[src/rtl/mbist_march_engine.sv]
// March-test MBIST engine: drives NCH memory channels in lock-step with MATS+ or March C-,
// compares read data through an RD_LAT-deep tag pipeline and keeps sticky per-channel
// fail flags.
// Optional first-fail logging (FAIL_ADDR / FAIL_CH capture) is built only when
// MBIST_FAIL_LOG_EN is defined; otherwise those outputs are tied to zero.
module mbist_march_engine #(
    parameter int unsigned AW     = 9,
    parameter int unsigned DW     = 36,
    parameter int unsigned NCH    = 4,
    parameter int unsigned RD_LAT = 1
) (
    input  logic                                       TCLK,
    input  logic                                       RESET_L,
    input  logic                                       TEST_H,
    input  logic [1:0]                                 ALG_SEL,
    output logic [NCH-1:0]                             MEM_EN,
    output logic                                       MEM_WE,
    output logic [AW-1:0]                              MEM_ADDR,
    output logic [DW-1:0]                              MEM_DI,
    input  logic [NCH*DW-1:0]                          MEM_DO,
    output logic                                       BUSY,
    output logic                                       DONE,
    output logic                                       FAIL,
    output logic [NCH-1:0]                             FAIL_VEC,
    output logic [AW-1:0]                              FAIL_ADDR,
    output logic [((NCH > 1) ? $clog2(NCH) : 1)-1:0]   FAIL_CH
);

    localparam int unsigned CHW = (NCH > 1) ? $clog2(NCH) : 1;

    typedef enum logic [1:0] {StIdle, StRun, StDrain, StEnd} state_e;

    state_e          state_q, state_d;
    logic            alg_q, alg_d;       // 0: MATS+, 1: March C-
    logic [2:0]      elem_q, elem_d;
    logic            op_q, op_d;         // operation index inside a two-op element
    logic [AW-1:0]   addr_q, addr_d;
    logic [2:0]      drain_q, drain_d;
    logic            start, abort;

    logic            el_down, el_two, el_last, el_val, el_single_rd;
    logic            next_down, op_rd, op_val, op_last_in_elem, sweep_end, issue;

    logic [RD_LAT-1:0] pv_q;             // read-valid tags
    logic [RD_LAT-1:0] pe_q;             // expected background bit per read
    logic [NCH-1:0]    mismatch;
    logic [NCH-1:0]    fail_vec_q;

    // Decode the current march element: direction, op count, background and last flag.
    // Two-op elements are always (r v, w ~v); single-op elements are w0 or r0.
    always_comb begin
        el_down      = 1'b0;
        el_two       = 1'b1;
        el_last      = 1'b0;
        el_val       = 1'b0;
        el_single_rd = 1'b0;
        if (!alg_q) begin
            case (elem_q)
                3'd0:    el_two = 1'b0;
                3'd1:    el_val = 1'b0;
                default: begin el_down = 1'b1; el_val = 1'b1; el_last = 1'b1; end
            endcase
        end else begin
            case (elem_q)
                3'd0:    el_two = 1'b0;
                3'd1:    el_val = 1'b0;
                3'd2:    el_val = 1'b1;
                3'd3:    el_down = 1'b1;
                3'd4:    begin el_down = 1'b1; el_val = 1'b1; end
                default: begin el_two = 1'b0; el_single_rd = 1'b1; el_last = 1'b1; end
            endcase
        end
    end

    assign next_down       = alg_q ? (elem_q == 3'd2 || elem_q == 3'd3) : (elem_q == 3'd1);
    assign op_rd           = el_two ? ~op_q : el_single_rd;
    assign op_val          = el_two ? (op_q ? ~el_val : el_val) : el_val;
    assign op_last_in_elem = ~el_two | op_q;
    assign sweep_end       = el_down ? (addr_q == '0) : (addr_q == '1);
    assign issue           = (state_q == StRun);

    // Next-state logic: FSM plus element/address/op sequencing.
    always_comb begin
        state_d = state_q;
        alg_d   = alg_q;
        elem_d  = elem_q;
        op_d    = op_q;
        addr_d  = addr_q;
        drain_d = drain_q;
        start   = 1'b0;
        abort   = 1'b0;
        unique case (state_q)
            StIdle: begin
                if (TEST_H) begin
                    state_d = StRun;
                    start   = 1'b1;
                    alg_d   = (ALG_SEL != 2'b00);
                    elem_d  = 3'd0;
                    op_d    = 1'b0;
                    addr_d  = '0;
                end
            end
            StRun: begin
                if (!TEST_H) begin
                    state_d = StIdle;
                    abort   = 1'b1;
                end else if (op_last_in_elem) begin
                    op_d = 1'b0;
                    if (sweep_end) begin
                        if (el_last) begin
                            state_d = StDrain;
                            drain_d = 3'd0;
                        end else begin
                            // Next element starts in the following cycle, no bubble.
                            elem_d = elem_q + 3'd1;
                            addr_d = next_down ? '1 : '0;
                        end
                    end else begin
                        addr_d = el_down ? addr_q - 1'b1 : addr_q + 1'b1;
                    end
                end else begin
                    op_d = 1'b1;
                end
            end
            StDrain: begin
                if (!TEST_H) begin
                    state_d = StIdle;
                    abort   = 1'b1;
                end else if (drain_q == 3'(RD_LAT)) begin
                    state_d = StEnd;
                end else begin
                    drain_d = drain_q + 3'd1;
                end
            end
            StEnd: begin
                if (!TEST_H) state_d = StIdle;
            end
            default: state_d = StIdle;
        endcase
    end

    // Sequencer state registers.
    always_ff @(posedge TCLK or negedge RESET_L) begin
        if (!RESET_L) begin
            state_q <= StIdle;
            alg_q   <= 1'b0;
            elem_q  <= 3'd0;
            op_q    <= 1'b0;
            addr_q  <= '0;
            drain_q <= 3'd0;
        end else begin
            state_q <= state_d;
            alg_q   <= alg_d;
            elem_q  <= elem_d;
            op_q    <= op_d;
            addr_q  <= addr_d;
            drain_q <= drain_d;
        end
    end

    assign MEM_EN   = {NCH{issue}};
    assign MEM_WE   = issue & ~op_rd;
    assign MEM_ADDR = issue ? addr_q : '0;
    assign MEM_DI   = {DW{issue & op_val}};
    assign BUSY     = (state_q == StRun) || (state_q == StDrain);
    assign DONE     = (state_q == StEnd);

    // Read tag pipeline; an abort empties it so stale reads are never compared.
    always_ff @(posedge TCLK or negedge RESET_L) begin
        if (!RESET_L) begin
            pv_q <= '0;
            pe_q <= '0;
        end else begin
            pe_q[0] <= op_val;
            for (int unsigned i = 1; i < RD_LAT; i++) pe_q[i] <= pe_q[i-1];
            if (abort) begin
                pv_q <= '0;
            end else begin
                pv_q[0] <= issue & op_rd;
                for (int unsigned i = 1; i < RD_LAT; i++) pv_q[i] <= pv_q[i-1];
            end
        end
    end

    // Per-channel compare against the delayed all-zero / all-one background.
    always_comb begin
        mismatch = '0;
        for (int unsigned k = 0; k < NCH; k++) begin
            mismatch[k] = pv_q[RD_LAT-1] && (MEM_DO[k*DW +: DW] != {DW{pe_q[RD_LAT-1]}});
        end
    end

    // Sticky fail flags, cleared only when a new test starts.
    always_ff @(posedge TCLK or negedge RESET_L) begin
        if (!RESET_L) begin
            fail_vec_q <= '0;
        end else if (start) begin
            fail_vec_q <= '0;
        end else begin
            fail_vec_q <= fail_vec_q | mismatch;
        end
    end

    assign FAIL_VEC = fail_vec_q;
    assign FAIL     = |fail_vec_q;

`ifdef MBIST_FAIL_LOG_EN
    logic [AW-1:0]  pa_q [RD_LAT];
    logic [CHW-1:0] low_ch;
    logic [AW-1:0]  fail_addr_q;
    logic [CHW-1:0] fail_ch_q;

    // Address tag travels alongside the read-valid tag.
    always_ff @(posedge TCLK or negedge RESET_L) begin
        if (!RESET_L) begin
            for (int unsigned i = 0; i < RD_LAT; i++) pa_q[i] <= '0;
        end else begin
            pa_q[0] <= addr_q;
            for (int unsigned i = 1; i < RD_LAT; i++) pa_q[i] <= pa_q[i-1];
        end
    end

    // Lowest-numbered failing channel in this cycle.
    always_comb begin
        low_ch = '0;
        for (int k = NCH - 1; k >= 0; k--) begin
            if (mismatch[k]) low_ch = CHW'(k);
        end
    end

    // Capture only the first mismatch of a test; frozen once any flag is set.
    always_ff @(posedge TCLK or negedge RESET_L) begin
        if (!RESET_L) begin
            fail_addr_q <= '0;
            fail_ch_q   <= '0;
        end else if (start) begin
            fail_addr_q <= '0;
            fail_ch_q   <= '0;
        end else if ((fail_vec_q == '0) && (|mismatch)) begin
            fail_addr_q <= pa_q[RD_LAT-1];
            fail_ch_q   <= low_ch;
        end
    end

    assign FAIL_ADDR = fail_addr_q;
    assign FAIL_CH   = fail_ch_q;
`else
    assign FAIL_ADDR = '0;
    assign FAIL_CH   = '0;
`endif

endmodule

[config.mk]
export PLATFORM = sky130hd
export DESIGN_NAME = mbist_march_engine
export DESIGN_NICKNAME = d
export VERILOG_FILES = /design/src/rtl/mbist_march_engine.sv
export SDC_FILE = /design/constraint.sdc
export NUM_CORES = 1
export LEC_CHECK = 0
export CORE_MARGIN = 1.5
export CORE_UTILIZATION = 25
export CTS_BUF_LIST = sky130_fd_sc_hd__clkbuf_16
export CTS_CLUSTER_SIZE = 30
export DETAILED_ROUTE_END_ITERATION = 16
export PLACE_DENSITY_LB_ADDON = 0.05
export SYNTH_ARGS = -nofsm -noshare
export SYNTH_HDL_FRONTEND = slang
export SYNTH_SLANG_ARGS = --single-unit
[constraint.sdc]
create_clock -name TCLK -period 3.45 [get_ports TCLK]
set_input_delay 0.345 -clock TCLK [delete_from_list [all_inputs] [get_ports TCLK]]
set_output_delay 0.345 -clock TCLK [all_outputs]
set_load 0.01 [all_outputs]
==> results.json <==
{
  "core-area_um2": 12200,
  "clk_pin_slew_ps": 70,
  "fin_crit_sh": 0.942,
  "yosysSeqAreaShare": 0.199,
  "maxCapViolCount": 0,
  "dp_cells": 752,
  "cts_htree_levels": 1,
  "antenna_found_initial": 0,
  "rows": 40,
  "syn_area_um2": 3150,
  "synth-edff-count": 0,
  "synth_area_leaders": "dfrtp_1, buf_4, ha_1",
  "drtPass1Iterations": 4,
  "grt_pass1_wl_um": 18100,
  "synthTopCellsByCount": "buf_4, nand2_1, nor3_1",
  "critical_path.top_delay_family": "buffers and inverters",
  "io_pins": 217,
  "worstSkewPairLatency_ps": 260,
  "busiest_layer": "met2",
  "crit_start": "elem_q[0]",
  "hp-class": "primary input to async pin",
  "cp_slowest_cell": "clkdlybuf4s50_1",
  "syn_avg_cell_area_um2": 7.38,
  "place_congestion": 0.823,
  "tns_ps": 0,
  "slew_violations": 0,
  "min_period_ps": 3250,
  "max_stage_delay_ps": 580,
  "run_status": "finished, final reports clean",
  "drt_wl_total_um": 11900,
  "cp_num_buf_inv": 3,
  "cts_made_buffers": 3,
  "post-place-ws_ps": 287,
  "hpwl_um": 9530,
  "cp-end-kind": "output port",
  "synth_async_sr_flop_share": 1.00,
  "tritoncts": "yes",
  "antennaDiodeCount": 0,
  "die_w_um": 115,
  "cp_cell_sequence": "inv_1 -> ha_1 -> or2_2 -> o311a_1 -> nor2b_1 -> xor2_1 -> and2_1 -> buf_6 -> clkdlybuf4s50_1",
  "max_freq_mhz": 308,
  "nets": 760,
  "area_growth_pct": 64.0,
  "yosysMostFrequentCell": "buf_4",
  "worst-setup-path-type": "flop to output port",
  "leakage_uw": 0.00198,
  "placed_cell_area_um2": 5060,
  "synth_area_leader_cell": "dfrtp_1",
  "final_cells": 759,
  "fin_ws_ps": 201,
  "grt_usage": 0.169,
  "worstMarginPinSlew_ps": 1000,
  "path_max_fanout": 36,
  "cts.sinks": 25,
  "die_h_um": 115,
  "wl_per_cell_um": 15.7,
  "grt_max_degree": 37,
  "hold_violations": 0,
  "grt_util_met1": 0.211,
  "final_cell_area_um2": 5170,
  "avgViaCountPerCell": 4.85,
  "final_antenna_net_count": 0,
  "initial_core_util": 0.259,
  "setup_viol": 0,
  "remaining_drc_errors": 0,
  "die_area_um2": 13300,
  "synth_cells": 427,
  "vdd_drop_max_v": 0.000268,
  "p_per_area_nw_per_um2": 263,
  "numPortBuffers": 205,
  "worstSetupStartpointType": "flop",
  "synthDistinctLibCells": 51,
  "skew_ps": 3.15,
  "r2r_end": "addr_q[6]",
  "synth_ff_type": "dfrtp_1",
  "drive_gt1_frac": 0.0355,
  "via_count": 3683,
  "arrival_ps": 2900,
  "grt.overflow.total": 0,
  "grtUsageMet3": 0.0343,
  "ys_ff_latch": 25,
  "rr_startpoint": "elem_q[1]",
  "cts_root_buffer": "clkbuf_16",
  "use_met2": 0.294,
  "first_global_vias": 3525,
  "rr_worst_depth": 12,
  "ys_warn_count": 0,
  "rsz0062_at_grt": "no",
  "clockBufferDepth": 2,
  "slew_headroom": 0.333,
  "fillers": 1230,
  "yosysTopAreaCellShare": 0.199,
  "required_ps": 3110,
  "drt_iter0_markers": 113,
  "rrSetupSlack_ps": 390,
  "timing.hold.ws_ps": 444
}
## cell families after synthesis
logic type / after synthesis / share of synthesized area
AOI/OAI and AO/OA: 84 / 0.184
xor gates and xnor gates: 7 / 0.0195
DFF: 25 / 0.199
adders and majority gates: 19 / 0.0778
other: 1 / 0.00119
muxes: 5 / 0.0187
and+or+nand+nor: 207 / 0.345
buffers and inverters: 79 / 0.156
## routing by layer
layer / wire length (um) / up-vias
met5: 0 / -
met4: 286 / 0
met3: 857 / 22
met2: 5480 / 122
met1: 5280 / 1684
li1: - / 1855
## report_power, final
group / switching, uW / internal, uW / total, uW / leakage [uW]
logic: 350 / 365 / 715 / 0.00160
clock network: 111 / 155 / 267 / 0.0000423
registers: 52.6 / 328 / 380 / 0.000340
total: 514 / 848 / 1360 / 0.00198
## worst max path at each step
| stage | cells after the start | slack [ps] | endpoint |
|---|---|---|---|
| after global routing | 9 | 10 | MEM_DI[12] |
| final | 9 | 200 | MEM_DI[33] |
| after detailed placement | 9 | 290 | MEM_DI[14] |
| after floorplan | 9 | 460 | MEM_DI[10] |
| after global placement | 9 | 350 | MEM_DI[16] |
| after CTS | 9 | 60 | MEM_DI[14] |
## stage by stage
step / util / total power (uW)
4_1_cts: 0.423 / 1380
2_1_floorplan: - / 763
3_5_place_dp: 0.416 / 1100
3_3_place_gp: 0.416 / 1100
6_report: 0.425 / 1360
5_1_grt: 0.425 / 1460
## what timing repair did
item	in CTS	in global routing
endpoints found under the setup margin	36	36
hold buffers	0	0
resized for setup	1	1
buffers inserted	0	3
## sequential cells by signal, indices dropped and copies added (netlist names)
signal / flops
elem_q: 3
pe_q: 1
pv_q: 1
state_q: 2
FAIL_VEC: 4
drain_q: 3
alg_q: 1
addr_q: 9
op_q: 1
## placed cells by master (no fill, tap or decap), types with 18 or more instances in the layout
cell and count:
a31oi_1 19, clkdlybuf4s50_1 205, dfrtp_1 24, ha_1 18, nand2_1 37, nand3_1 28
nand4_1 18, nor2_1 29, nor3_1 37, nor4_1 20
## worst register-to-register path: stages (launching register included)
cell       delay [ps]
dfrtp_2           440
buf_4             150
ha_1              190
mux2_4            280
o21ai_4           260
inv_1             220
ha_1              340
nand2b_1          130
a21oi_1            90
a2111oi_0         440
xor2_1            180
nand2_1            60
a22o_1            170
## final cells by class
cell class | instances | area (um2) | share of cell area
repair buffers | 214 | 2120 | 0.411
multi-input cells | 333 | 2070 | 0.401
flip-flops and latches | 25 | 627 | 0.121
well taps | 168 | 210 | 0.0407
clock buffers | 3 | 75.1 | 0.0145
inverters | 15 | 56.3 | 0.0109
clock inverters | 1 | 3.75 | 0.000726
No activity file was read; power rests on OpenSTA's default activity.
